==> src/rtl/pkt_length_accumulator_if.sv <==
// rtl/pkt_length_accumulator_if.sv - length record stream between accumulator FIFO and consumer
interface pkt_length_accumulator_if #(
    parameter int LEN_WIDTH  = 16,
    parameter int FLIT_WIDTH = 12
);
    logic                  rec_valid;
    logic                  rec_ready;
    logic [LEN_WIDTH-1:0]  rec_len;
    logic [FLIT_WIDTH-1:0] rec_flits;
    logic                  rec_sat;

    modport master (
        output rec_valid,
        input  rec_ready,
        output rec_len,
        output rec_flits,
        output rec_sat
    );

    modport slave (
        input  rec_valid,
        output rec_ready,
        input  rec_len,
        input  rec_flits,
        input  rec_sat
    );
endinterface

==> src/rtl/pkt_length_accumulator.sv <==
// rtl/pkt_length_accumulator.sv - per-packet byte/flit length records, running totals and drop counter
module pkt_length_accumulator #(
    parameter int TDATA_WIDTH = 256,
    parameter int LEN_WIDTH   = 16,
    parameter int FLIT_WIDTH  = 12,
    parameter int FIFO_DEPTH  = 4,
    parameter int TOTAL_WIDTH = 48
) (
    input  logic                   clk,
    input  logic                   aresetn,
    input  logic                   snoop_beat,
    input  logic                   snoop_last,
    input  logic [7:0]             bytes_in_flit,
    input  logic                   stats_clear,
    pkt_length_accumulator_if.master rec,
    output logic [TOTAL_WIDTH-1:0] total_pkts,
    output logic [TOTAL_WIDTH-1:0] total_bytes,
    output logic [15:0]            drop_count
);
    localparam int AW        = $clog2(FIFO_DEPTH);
    localparam int MAX_BYTES = TDATA_WIDTH / 8;
    localparam logic [AW:0] DEPTH_C = (AW+1)'(FIFO_DEPTH);
    localparam logic [0:0] IDLE   = 1'b0;
    localparam logic [0:0] IN_PKT = 1'b1;

    logic [0:0]            state;
    logic                  beat_d;
    logic                  last_d;
    logic [LEN_WIDTH-1:0]  acc_len;
    logic [FLIT_WIDTH-1:0] acc_flits;
    logic                  sat;

    logic [7:0]            bytes_eff;
    logic [LEN_WIDTH-1:0]  base_len;
    logic [FLIT_WIDTH-1:0] base_flits;
    logic                  base_sat;
    logic [LEN_WIDTH:0]    len_sum;
    logic [LEN_WIDTH-1:0]  next_len;
    logic [FLIT_WIDTH-1:0] next_flits;
    logic                  next_sat;
    logic                  complete;

    logic [LEN_WIDTH-1:0]  len_mem   [FIFO_DEPTH];
    logic [FLIT_WIDTH-1:0] flits_mem [FIFO_DEPTH];
    logic                  sat_mem   [FIFO_DEPTH];
    logic [AW-1:0]         wr_ptr;
    logic [AW-1:0]         rd_ptr;
    logic [AW:0]           count;
    logic                  full;
    logic                  pop;
    logic                  push;

    // A keep wider than the snooped bus is impossible on legal traffic; cap it there.
    always_comb begin
        bytes_eff = bytes_in_flit;
        if ({1'b0, bytes_in_flit} > 9'(MAX_BYTES)) begin
            bytes_eff = 8'(MAX_BYTES);
        end
    end

    // A beat seen in IDLE starts from zero, so one adder covers first, middle and last flits.
    always_comb begin
        base_len   = '0;
        base_flits = '0;
        base_sat   = 1'b0;
        if (state == IN_PKT) begin
            base_len   = acc_len;
            base_flits = acc_flits;
            base_sat   = sat;
        end
        len_sum  = {1'b0, base_len} + (LEN_WIDTH+1)'(bytes_eff);
        next_len = len_sum[LEN_WIDTH] ? {LEN_WIDTH{1'b1}} : len_sum[LEN_WIDTH-1:0];
        if (base_flits == {FLIT_WIDTH{1'b1}}) begin
            next_flits = base_flits;
            next_sat   = 1'b1;
        end else begin
            next_flits = base_flits + 1'b1;
            next_sat   = base_sat | len_sum[LEN_WIDTH];
        end
    end

    assign complete = beat_d & last_d;
    assign full     = (count == DEPTH_C);
    assign pop      = rec.rec_valid & rec.rec_ready;
    assign push     = complete & (~full | pop);

    always_ff @(posedge clk or negedge aresetn) begin
        if (!aresetn) begin
            beat_d    <= 1'b0;
            last_d    <= 1'b0;
            state     <= IDLE;
            acc_len   <= '0;
            acc_flits <= '0;
            sat       <= 1'b0;
        end else begin
            beat_d <= snoop_beat;
            last_d <= snoop_last & snoop_beat;
            if (beat_d) begin
                acc_len   <= next_len;
                acc_flits <= next_flits;
                sat       <= next_sat;
                state     <= last_d ? IDLE : IN_PKT;
            end
        end
    end

    always_ff @(posedge clk or negedge aresetn) begin
        if (!aresetn) begin
            wr_ptr <= '0;
            rd_ptr <= '0;
            count  <= '0;
            for (int i = 0; i < FIFO_DEPTH; i++) begin
                len_mem[i]   <= '0;
                flits_mem[i] <= '0;
                sat_mem[i]   <= 1'b0;
            end
        end else begin
            if (push) begin
                len_mem[wr_ptr]   <= next_len;
                flits_mem[wr_ptr] <= next_flits;
                sat_mem[wr_ptr]   <= next_sat;
                wr_ptr            <= wr_ptr + 1'b1;
            end
            if (pop) begin
                rd_ptr <= rd_ptr + 1'b1;
            end
            if (push && !pop) begin
                count <= count + 1'b1;
            end else if (pop && !push) begin
                count <= count - 1'b1;
            end
        end
    end

    assign rec.rec_valid = (count != '0);
    assign rec.rec_len   = len_mem[rd_ptr];
    assign rec.rec_flits = flits_mem[rd_ptr];
    assign rec.rec_sat   = sat_mem[rd_ptr];

    // Totals count every completed packet, including ones whose record was dropped.
    always_ff @(posedge clk or negedge aresetn) begin
        if (!aresetn) begin
            total_pkts  <= '0;
            total_bytes <= '0;
            drop_count  <= '0;
        end else if (stats_clear) begin
            total_pkts  <= '0;
            total_bytes <= '0;
            drop_count  <= '0;
        end else if (complete) begin
            total_pkts  <= total_pkts + 1'b1;
            total_bytes <= total_bytes + TOTAL_WIDTH'(next_len);
            if (!push && drop_count != 16'hFFFF) begin
                drop_count <= drop_count + 1'b1;
            end
        end
    end
endmodule

==> src/flat_wrapper.sv <==
// flat-port wrapper written by rule: the top's interface ports become plain ports
module pkt_length_accumulator_flat 
#(
    parameter int TDATA_WIDTH = 256,
    parameter int LEN_WIDTH   = 16,
    parameter int FLIT_WIDTH  = 12,
    parameter int FIFO_DEPTH  = 4,
    parameter int TOTAL_WIDTH = 48
)
  (clk, aresetn, snoop_beat, snoop_last, bytes_in_flit, stats_clear, total_pkts, total_bytes, drop_count, rec_rec_valid, rec_rec_ready, rec_rec_len, rec_rec_flits, rec_rec_sat);
  pkt_length_accumulator_if #(.LEN_WIDTH(LEN_WIDTH), .FLIT_WIDTH(FLIT_WIDTH)) rec_i ();
  input  logic clk;
  input  logic aresetn;
  input  logic snoop_beat;
  input  logic snoop_last;
  input  logic [7:0] bytes_in_flit;
  input  logic stats_clear;
  output logic [TOTAL_WIDTH-1:0] total_pkts;
  output logic [TOTAL_WIDTH-1:0] total_bytes;
  output logic [15:0] drop_count;
  output wire logic [$bits(rec_i.rec_valid)-1:0] rec_rec_valid;
  input wire logic [$bits(rec_i.rec_ready)-1:0] rec_rec_ready;
  output wire logic [$bits(rec_i.rec_len)-1:0] rec_rec_len;
  output wire logic [$bits(rec_i.rec_flits)-1:0] rec_rec_flits;
  output wire logic [$bits(rec_i.rec_sat)-1:0] rec_rec_sat;
  assign rec_rec_valid = rec_i.rec_valid;
  assign rec_i.rec_ready = rec_rec_ready;
  assign rec_rec_len = rec_i.rec_len;
  assign rec_rec_flits = rec_i.rec_flits;
  assign rec_rec_sat = rec_i.rec_sat;
  pkt_length_accumulator #(.TDATA_WIDTH(TDATA_WIDTH), .LEN_WIDTH(LEN_WIDTH), .FLIT_WIDTH(FLIT_WIDTH), .FIFO_DEPTH(FIFO_DEPTH), .TOTAL_WIDTH(TOTAL_WIDTH)) u_core (.clk(clk), .aresetn(aresetn), .snoop_beat(snoop_beat), .snoop_last(snoop_last), .bytes_in_flit(bytes_in_flit), .stats_clear(stats_clear), .rec(rec_i), .total_pkts(total_pkts), .total_bytes(total_bytes), .drop_count(drop_count));
endmodule
==> config.mk <==
export PLATFORM = sky130hd
export DESIGN_NAME = pkt_length_accumulator_flat
export DESIGN_NICKNAME = d
export VERILOG_FILES = /design/src/rtl/pkt_length_accumulator_if.sv /design/src/rtl/pkt_length_accumulator.sv /design/src/flat_wrapper.sv
export SDC_FILE = /design/constraint.sdc
export NUM_CORES = 1
export LEC_CHECK = 0
export CORE_ASPECT_RATIO = 0.8
export CORE_UTILIZATION = 57
export DETAILED_ROUTE_END_ITERATION = 6
export GPL_ROUTABILITY_DRIVEN = 1
export PLACE_DENSITY = 0.81
export SYNTH_ARGS = -nofsm -noshare
export SYNTH_HDL_FRONTEND = slang
export SYNTH_SLANG_ARGS = --single-unit
==> constraint.sdc <==
create_clock -name clk -period 7.4 [get_ports clk]
set_clock_uncertainty 0.1 [all_clocks]
set_input_delay 1.48 -clock clk [delete_from_list [all_inputs] [get_ports clk]]
set_output_delay 1.48 -clock clk [all_outputs]
set_load 0.1 [all_outputs]
==> flow_summary_export.csv <==
group,metric,value,unit
synthesis,synth_common_cells,"267 x dfrtp_1, 204 x nand2_1, 144 x nor2_1",
sta,fmax,156.2,MHz
drt,first_pass_iters,5,
setup_path,path_cells,"clkdlybuf4s50_1, nor3_1, and2_1, ha_1, fa_1, a211oi_1, o31ai_1, a21oi_1, buf_4, or4_1, o21ai_0, nor2_1, ha_1, a21oi_1, a21boi_2, o21ai_2, or4_4, or4_1, a21oi_1",
sta,fin_hold_ws,377.1,ps
die,start_util,58.17,%
synthesis,yosys_warnings,0,
setup_path,cp-start-kind,"input pin",
sta,fin_ws,999.6,ps
power,power_density,337.4,nW/um^2
sta,min_period,6400,ps
setup_path,cp_common_cell,"a21oi_1",
drt,ant_nets,0,
synthesis,synth_edf_count,0,
cts,insertion_delay,530,ps
setup_path,crit_path_end_kind,"flop",
cts,clock-root-buffer,"clkbuf_16",
synthesis,yosysSeqAreaShare,47.00,%
drt,viasPerCell,6.113,
cts,htree_levels,1,
global_routing,grt_use_total,28.14,%
die,die_w,178.6,microns
power,ir_drop,459.7,uV
cts,cts_inserted_buffers,26,
sta,hold_viol_final,0,
cts,cts_tree,"yes",
setup_path,cp_max_fo,12,
power,leakage,7.043,nW
die,core-area,24440,sq um
cts,postCtsResizedCells,0,
global_routing,grt_max_degree,115,
setup_path,crit_path_start,"bytes_in_flit[6]",
synthesis,synth_area_leaders,"dfrtp_1 47%, nand2_1 5.4%, mux4_2 4.6%",
synthesis,ys_ff_latch,267,
synthesis,avgSynthCellArea,9.599,sq um
cts,numClockSinks,267,
final_layout,diodes,0,
synthesis,yosys.area.top_type,"dfrtp_1",
final_layout,layout.nets,1666,
flow_run,cap_violations,0,
sta,drv_slew,0,
place,port_buffers,155,
setup_path,rrSetupSlack,1940,ps
setup_path,r2r-end,"u_core.total_bytes[37]$_DFFE_PN0P_",
drt,drt_iter0_drc,1151,
place,gp_congestion,0.9691,
drt,wl,35760,microns
setup_path,crit_cells,19,
drt,num_vias,11910,
setup_path,critical_path.n_buffers_inverters,2,
cts,clk_pin_slew,60,ps
sta,setup_violations,0,
cts,postCtsHoldBufs,0,
sta,grt_setup_unrepaired,"no",
die,dieArea,25580,sq um
synthesis,ys.flop_type,"dfrtp_1",
sta,tightest_slew,1062,ps
setup_path,path_class,"in -> reg",
die,ios,156,
place,post-place-ws,519.6,ps
setup_path,critPathCapture,"u_core.total_bytes[37]$_DFFE_PN0P_",
synthesis,synth.distinct_cells,75,
setup_path,critPathRequiredTime,7750,ps
setup_path,cp.arrival,6750,ps
final_layout,multi_input_area,7143,sq um
final_layout,area_growth,18.70,%
synthesis,synth_most_common_cell,"dfrtp_1",
synthesis,netlist_area,14220,sq um
setup_path,r2r_cells,17,
status,status,"completed",
final_layout,fillers,1885,
setup_path,critPathTopFamily,"simple AND/OR/NAND/NOR gates",
synthesis,synthArstFlopShare,100.0,%
final_layout,drive_gt1_share,8.160,%
synthesis,syn_inst,1481,
setup_path,cpPeakStageDelay,550,ps
die,fp-row-count,51,
synthesis,netlist.area_leader.share,47.00,%
drt,post_drt_wl_per_cell,18.36,microns
sta,maxSlewHeadroom,28.62,%
global_routing,grt_pass1_vias,11210,
sta,timing.final.crit_share,86.49,%
worst_hold_path,hold_class,"reg -> reg",
sta,tns,0,ps
global_routing,grt_pass1_wl,57590,microns
cts,cts_max_path_buffers,3,
global_routing,grt-ovfl-total,0,
setup_path,cp_slowest_cell,"or4_4",
setup_path,r2r-start,"u_core.state$_DFFE_PN0P_",
place,dp_hpwl,24040,microns
cts,cts_setup_buffers,0,
die,die_h,143.3,microns
final_layout,seq_area,6684,sq um
global_routing,grt_antenna_before_repair,0,
final_layout,finish.utilization,69.05,%
drt,drc_errors,0,
[area by class of cell]
cell class              count  area share [%]
multi-input cells        1114           42.33
flip-flops and latches    267           39.61
repair buffers            170           9.876
clock buffers              38           4.545
well taps                 318           2.358
inverters                  33          0.7340
clock inverters             8          0.5487
[per-stage QoR]
step	area (sq um)	power, mW	instances
final	16870	5.694	1948
after global routing	16870	5.966	1948
after CTS	16870	5.717	1948
after detailed placement	16020	4.354	1902
after global placement	16020	4.281	1902
after floorplan	14220	3.771	1482
[layer usage]
metal	track usage, %	wire (microns)
met5	0	0
met4	8.385	862
met3	3.807	2117
met2	44.19	16610
met1	40.75	16170
[where the power goes]
part | internal, mW | switching [mW]
combinational | 0.739 | 1.60
clock | 0.785 | 0.560
sequential | 1.76 | 0.253
[tightest hold or removal path: stages, from the launching register on]
cell and delay, ps:
dfrtp_1 340, nand2_1 40, o21ai_0 60
[state kept, by name, indices dropped and copies added (netlist names)]
| register | flops |
|---|---|
| u_core.last_d | 1 |
| u_core.sat_mem | 4 |
| u_core.count | 3 |
| u_core.sat | 1 |
| u_core.beat_d | 1 |
| u_core.acc_len | 16 |
| u_core.len_mem | 64 |
| u_core.wr_ptr | 2 |
| u_core.state | 1 |
| u_core.rd_ptr | 2 |
| u_core.flits_mem | 48 |
| u_core.total_pkts | 48 |
| u_core.drop_count | 16 |
| u_core.acc_flits | 12 |
| u_core.total_bytes | 48 |
[worst min path at each step]
stage	slack, ps	endpoint	cells after the start	from
global route	400	u_core.flits_mem[43]$_DFFE_PN0P_	2	u_core.flits_mem[43]$_DFFE_PN0P_
global placement	350	u_core.sat$_DFFE_PN0P_	2	u_core.sat$_DFFE_PN0P_
finish	380	u_core.flits_mem[5]$_DFFE_PN0P_	2	u_core.flits_mem[5]$_DFFE_PN0P_
CTS	380	u_core.flits_mem[8]$_DFFE_PN0P_	2	u_core.flits_mem[8]$_DFFE_PN0P_
detailed placement	370	u_core.flits_mem[8]$_DFFE_PN0P_	2	u_core.flits_mem[8]$_DFFE_PN0P_
floorplan	340	u_core.sat$_DFFE_PN0P_	2	u_core.sat$_DFFE_PN0P_
[layout by cell type (no fill, tap or decap), types with 29 or more instances in the layout]
cell type,n
nor2_1,144
dfrtp_1,265
clkdlybuf4s50_1,153
ha_1,37
a21oi_1,98
xnor2_1,55
nand3_1,47
nand2_1,201
mux4_2,29
xor2_1,34
o21ai_0,123
nand4_1,32
inv_1,33
[cells by family (layout without fill, tap and decap cells)]
kind of cell,count (synthesis),after routing,share of synthesized area [%]
AO/OA/AOI/OAI,320,320,13.41
XOR/XNOR,89,89,5.483
adder cells (fa/ha/maj),40,40,3.679
buffers and inverters,101,249,2.834
flip-flops,267,267,47.00
multiplexers,57,57,6.707
other,1,2,0.02638
AND/OR/NAND/NOR,606,606,20.86
(Power assumes the default switching activity.)
